$ cat config.mk
export PLATFORM = sky130hd
export DESIGN_NAME = sum_accumulator
export DESIGN_NICKNAME = d
export VERILOG_FILES = /design/src/rtl/sum_acc_pkg.sv /design/src/rtl/sum_accumulator.sv
export SDC_FILE = /design/constraint.sdc
export NUM_CORES = 1
export LEC_CHECK = 0
export ABC_AREA = 1
export CAP_MARGIN = 25
export CORE_MARGIN = 5
export CORE_UTILIZATION = 51
export CTS_CLUSTER_SIZE = 16
export DETAILED_ROUTE_END_ITERATION = 7
export PLACE_DENSITY = 0.8
export SYNTH_ARGS = -nofsm -noshare
export SYNTH_HDL_FRONTEND = slang
export SYNTH_SLANG_ARGS = --single-unit
$ cat constraint.sdc
create_clock -name clk -period 2 [get_ports clk]
set_input_delay 0.4 -clock clk [delete_from_list [all_inputs] [get_ports clk]]
set_output_delay 0.4 -clock clk [all_outputs]
set_load 0.02 [all_outputs]
$ cat src/rtl/sum_acc_pkg.sv
// Shared types and default sizing for the frame sum accumulator.
package sum_acc_pkg;

    localparam int unsigned ACC_W_DEF = 16;
    localparam int unsigned CNT_W_DEF = 8;
    localparam int unsigned IN_W      = 9;

    typedef enum logic [1:0] {
        IDLE  = 2'd0,
        ACCUM = 2'd1,
        HOLD  = 2'd2
    } state_t;

endpackage : sum_acc_pkg

$ cat src/rtl/sum_accumulator.sv
// Accumulates 9-bit sum beats into a per-frame total, beat count and sticky
// overflow flag, then holds the result until the downstream side takes it.
module sum_accumulator
    import sum_acc_pkg::*;
#(
    parameter int unsigned ACC_W = ACC_W_DEF,
    parameter int unsigned CNT_W = CNT_W_DEF
) (
    input  logic             clk,
    input  logic             rst_n,
    input  logic             in_valid,
    output logic             in_ready,
    input  logic [IN_W-1:0]  in_sum,
    input  logic             in_last,
    output logic             out_valid,
    input  logic             out_ready,
    output logic [ACC_W-1:0] out_acc,
    output logic [CNT_W-1:0] out_count,
    output logic             out_overflow
);

    localparam int unsigned SUM_W = ACC_W + 1;
    localparam logic [CNT_W-1:0] CNT_MAX = {CNT_W{1'b1}};

    state_t           state;
    logic [SUM_W-1:0] sum_c;
    logic [CNT_W-1:0] count_nxt_c;
    logic             xfer_c;

    // Extra top bit of the sum captures the carry out of the accumulator.
    assign sum_c       = {1'b0, out_acc} + SUM_W'(in_sum);
    assign count_nxt_c = out_count + CNT_W'(1);
    assign xfer_c      = in_valid && in_ready;

    // The result registers double as the running accumulator; they read 0 in IDLE.
    always_ff @(posedge clk or negedge rst_n) begin
        if (!rst_n) begin
            state        <= IDLE;
            out_acc      <= '0;
            out_count    <= '0;
            out_overflow <= 1'b0;
            out_valid    <= 1'b0;
            in_ready     <= 1'b1;
        end else begin
            case (state)
                IDLE: begin
                    if (xfer_c) begin
                        out_acc      <= ACC_W'(in_sum);
                        out_count    <= CNT_W'(1);
                        out_overflow <= 1'b0;
                        if (in_last) begin
                            state     <= HOLD;
                            out_valid <= 1'b1;
                            in_ready  <= 1'b0;
                        end else begin
                            state <= ACCUM;
                        end
                    end
                end
                ACCUM: begin
                    if (xfer_c) begin
                        out_acc      <= sum_c[ACC_W-1:0];
                        out_count    <= count_nxt_c;
                        out_overflow <= out_overflow | sum_c[ACC_W];
                        // A full beat counter closes the frame regardless of in_last.
                        if (in_last || (count_nxt_c == CNT_MAX)) begin
                            state     <= HOLD;
                            out_valid <= 1'b1;
                            in_ready  <= 1'b0;
                        end
                    end
                end
                HOLD: begin
                    if (out_ready) begin
                        state        <= IDLE;
                        out_valid    <= 1'b0;
                        in_ready     <= 1'b1;
                        out_acc      <= '0;
                        out_count    <= '0;
                        out_overflow <= 1'b0;
                    end
                end
                default: begin
                    state        <= IDLE;
                    out_valid    <= 1'b0;
                    in_ready     <= 1'b1;
                    out_acc      <= '0;
                    out_count    <= '0;
                    out_overflow <= 1'b0;
                end
            endcase
        end
    end

endmodule : sum_accumulator

==> results list, run 1 <==
- Wire length after detailed routing: about 4.9 mm
- Count of maximum capacitance violations: 0
- Synthesis produced around 270 cells.
- Cells fill 72.0% of the core in the end.
- Hold timing on the final database bottoms out at a slack of 0.440 ns.
- Root Buffer Master: sky130_fd_sc_hd__clkbuf_8
- Worst Setup Start Kind: input port
- Counting both buffers and inverters, the worst setup path holds a total of 1.
- Total power: approximately 0.0013 W
* Worst R2R Path Depth: 9
- The die covers roughly 0.0052 sq mm.
- Fin cells: approximately 380
* Synth Cell Area: 0.00196 sq mm
- Maximum fanout along the worst path: 5
- Maximum single-stage delay on the critical path: roughly 0.45 ns
- Once placement finished, the instance area stood at about 0.0025 sq mm.
- Counting I/O delays and the setup requirement, the final critical path takes 1.95 ns.
- Number of setup violations in the final report: 0
* Number of rows in the core area: 22
* Critical path, cell by cell: clkdlybuf4s50_1 -> ha_2 -> nand2_1 -> nand3_1 -> nand3_1 -> nand2_1 -> nand2_1 -> nand2_1 -> nand3_1 -> nand2_1 -> nor2_1
- Number of placed I/O pins: 41
- WP data required: 2.17 ns
- Number of diodes: 0
- Commonest cells after routing, fill and taps aside: 73 x sky130_fd_sc_hd__nand2_1, 39 x sky130_fd_sc_hd__clkdlybuf4s50_1, 30 x sky130_fd_sc_hd__a21oi_1, 30 x sky130_fd_sc_hd__nor2_1, 28 x sky130_fd_sc_hd__dfrtp_1
- Max Transition Viols Final: 0
- Buffer count from post-CTS setup fixing: 0
- The filler cells instantiated in the layout total around 320.
- After clock tree synthesis, the flow added hold-fix buffers numbering 0.
* Final hold viol count: 0
* Clock transition at the registers of the reported paths: ~0.060 ns
- After detailed placement, the design holds a cell count of 375.
- Cells with a size suffix above 1 make up ~13% of the layout.
- Startpoint-to-endpoint class of the critical path: input port to register
- The clock passes through at most 2 buffers.
* Max Fclk: between 0.5 and 0.6 GHz
* Power density normalized to cell area: about 480 mW/mm^2
- The clock net in this run drives a total of 29 sinks.
- Synthesis inferred 29 register bits.
- After the first detailed-routing iteration, the DRC count stood at 133.
* Number of stages on the worst hold path: 3
- Arrival time at the worst endpoint: 2.12 ns
- Number of DRC violations after detailed routing: 0
- R2r setup slk: 0.16 ns
- The via count of the first global-routing pass came to between 1500 and 2000.
* Worst slew margin: about three quarters
* Slowest CP cell: sky130_fd_sc_hd__clkdlybuf4s50_1
- Post-layout instance area: about 0.0027 sq mm
* Total number of vias: between 2000 and 2500
- Detailed-route wire length per cell: 12.7 um
* Fin Clk Skew: roughly 0.0028 ns
- The die is 72.0 um wide.
* CP Capture Type: register
* Grt total ovfl: 0
- The wire-length estimate of the detail-placed layout is 3.73 mm.
- Core region area: between 0.003 and 0.004 sq mm
- Once the floorplan was initialized, standard cells occupied a little over half of the core.
- Measured along the y axis, the die boundary spans 72.0 um.
- In this run the remaining antenna-violating nets after routing total 0.
- For hold timing, the worst endpoint is out_acc[0].
- Class of the tightest hold or removal check: input port to register
- Sequential area share after synthesis: a little under two fifths
- The endpoint identified for the worst register-to-register timing path is out_acc[6].
- Routability-driven placement finished with a final weighted congestion of between 0.8 and 0.9.
* CTS H-tree depth: 2
- Each instance of the synthesized netlist takes up on average 7.18 sq um.
- In this run the most critical hold path is launched from in_sum[0].
- The count of buffers added on input and output ports is 40.
- Clock tree from TritonCTS: yes
* Worst VDD drop: about 0.00036 V
* Worst path top cell family by delay: simple AND/OR/NAND/NOR gates
- Compared with the post-synthesis result, the final layout area differs by 35.4%.
- Counting every net in the synthesized netlist gives roughly 300.
- Initial antenna violation count: 0
- Via density per instance: ~5.3
* Launch point of the worst reg-to-reg path: out_acc[0]
* Most common cell after layout, fill and taps aside: sky130_fd_sc_hd__nand2_1
- Overall track demand over capacity in global routing: about a fifth
* Run status: completed
* Clock latency of the later-clocked register in the worst-skew pair: roughly 0.28 ns
- Synth warn: 0
* First-pass GRT wire length: between 8 and 9 mm
* Largest net degree at the start of global routing: 30
- The number of clock buffers added by TritonCTS is 5.
- Leakage Power: 1.32 nW
- Post-route clock period utilization: a little over nine tenths
- Most common cell type on the critical path: sky130_fd_sc_hd__nand2_1
* Least-Margin Pin Slew: about 0.37 ns
- Synthesis instantiated 31 different standard cells from the library.
- TritonRoute pass-1 iters: 4
* Net total in the final layout: 360
-- final cells by class --
class / instances / area (sq um) / area share, %
Multi-Input combinational cell: 213 / 1120 / 42.3
Sequential cell: 29 / 727 / 27.4
Timing Repair Buffer: 59 / 546 / 20.5
Clock inverter: 1 / 5.00 / 0.189
Tap cell: 48 / 60.1 / 2.26
Inverter: 26 / 97.6 / 3.68
Clock buffer: 7 / 96.3 / 3.63
-- worst max path at each step --
stage | startpoint | to | slack, ns | cells after the start
3_5_place_dp | in_sum[0] | out_acc[6] | -0.33 | 10
6_report | in_sum[2] | out_acc[15] | 0.05 | 11
5_1_grt | in_sum[3] | out_acc[6] | -0.02 | 9
4_1_cts | in_sum[0] | out_acc[6] | 0.005 | 10
3_3_place_gp | in_sum[0] | out_acc[6] | -0.29 | 10
2_1_floorplan | out_acc[0] | out_acc[6] | 0.12 | 9
-- per-stage QoR --
stage	setup TNS, ns	setup WS (ns)
after floorplan	0	0.120
after global placement	-1.94	-0.289
after detailed placement	-2.45	-0.329
after CTS	0	0.00468
after global routing	-0.0236	-0.0236
final	0	0.0547
-- cells by family (layout without fill, tap and decap cells) --
family / after synthesis / after routing / synth area share [%]
flops: 29 / 29 / 37.1
buf+inv: 31 / 93 / 6.83
fa+ha+maj: 12 / 12 / 8.04
simple gates: 149 / 149 / 33.4
compound gates: 52 / 52 / 14.7
-- tightest hold or removal path: stages --
cell and delay, ns:
sky130_fd_sc_hd__dlymetal6s2s_1 0.13, sky130_fd_sc_hd__nand2_1 0.07, sky130_fd_sc_hd__a31oi_1 0.08
-- report_power, final --
group | internal (W) | total (W) | leakage [nW] | switching (W)
clock | 0.000310 | 0.000530 | 0.0542 | 0.000219
sequential | 0.000590 | 0.000593 | 0.374 | 0.00000284
combinational | 0.0000704 | 0.000144 | 0.889 | 0.0000736
total | 0.000971 | 0.00127 | 1.32 | 0.000296
-- repair_timing --
item | CTS | global route
pin swaps | 0 | 1
resized for setup | 1 | 8
endpoints found under the setup margin | 1 | 9
endpoints found under the hold margin | 0 | 0
-- synthesized netlist by cell type (all sizes together) --
cell / count / area (sq um)
o22ai: 3 / 18.8
a21oi: 30 / 150
o31ai: 2 / 15.0
clkinv: 1 / 3.75
nand2: 77 / 294
nand3: 26 / 140
inv: 25 / 93.8
o221ai: 1 / 8.76
nor3: 3 / 15.0
or2: 3 / 18.8
a21boi: 2 / 15.0
ha: 11 / 138
dfrtp: 28 / 701
dfstp: 1 / 26.3
nand4: 6 / 43.8
a21o: 1 / 7.51
nand3b: 4 / 30.0
o21ai: 9 / 45.0
clkbuf: 1 / 3.75
o21a: 1 / 7.51
a31oi: 2 / 12.5
buf: 4 / 32.5
o211ai: 1 / 7.51
fa: 1 / 20.0
nor2: 30 / 113
-- sequential cells by signal, indices dropped and copies added, names as in the netlist --
name          count
in_ready          1
state             2
out_valid         1
out_overflow      1
out_count         8
out_acc          16
-- per-layer routing --
| layer | routed length [um] | track usage, % |
|---|---|---|
| met1 | 2110 | 25.5 |
| met2 | 2360 | 34.4 |
| met3 | 312 | 5.12 |
| met4 | 86 | 7.93 |
| met5 | 0 | 0 |
No activity file was read; power rests on OpenSTA's default activity.
==> run 2, diff against run 1 <==
Settings changed: TNS_END_PERCENT set to 5.
==> results of run 2 <==
No change in the layout: final DEF, timing and power equal those of run 1.
==> run 3, diff against run 2 <==
Settings changed: SLEW_MARGIN set to 20.
==> results of run 3 <==
No change in the layout: final DEF, timing and power equal those of run 1.
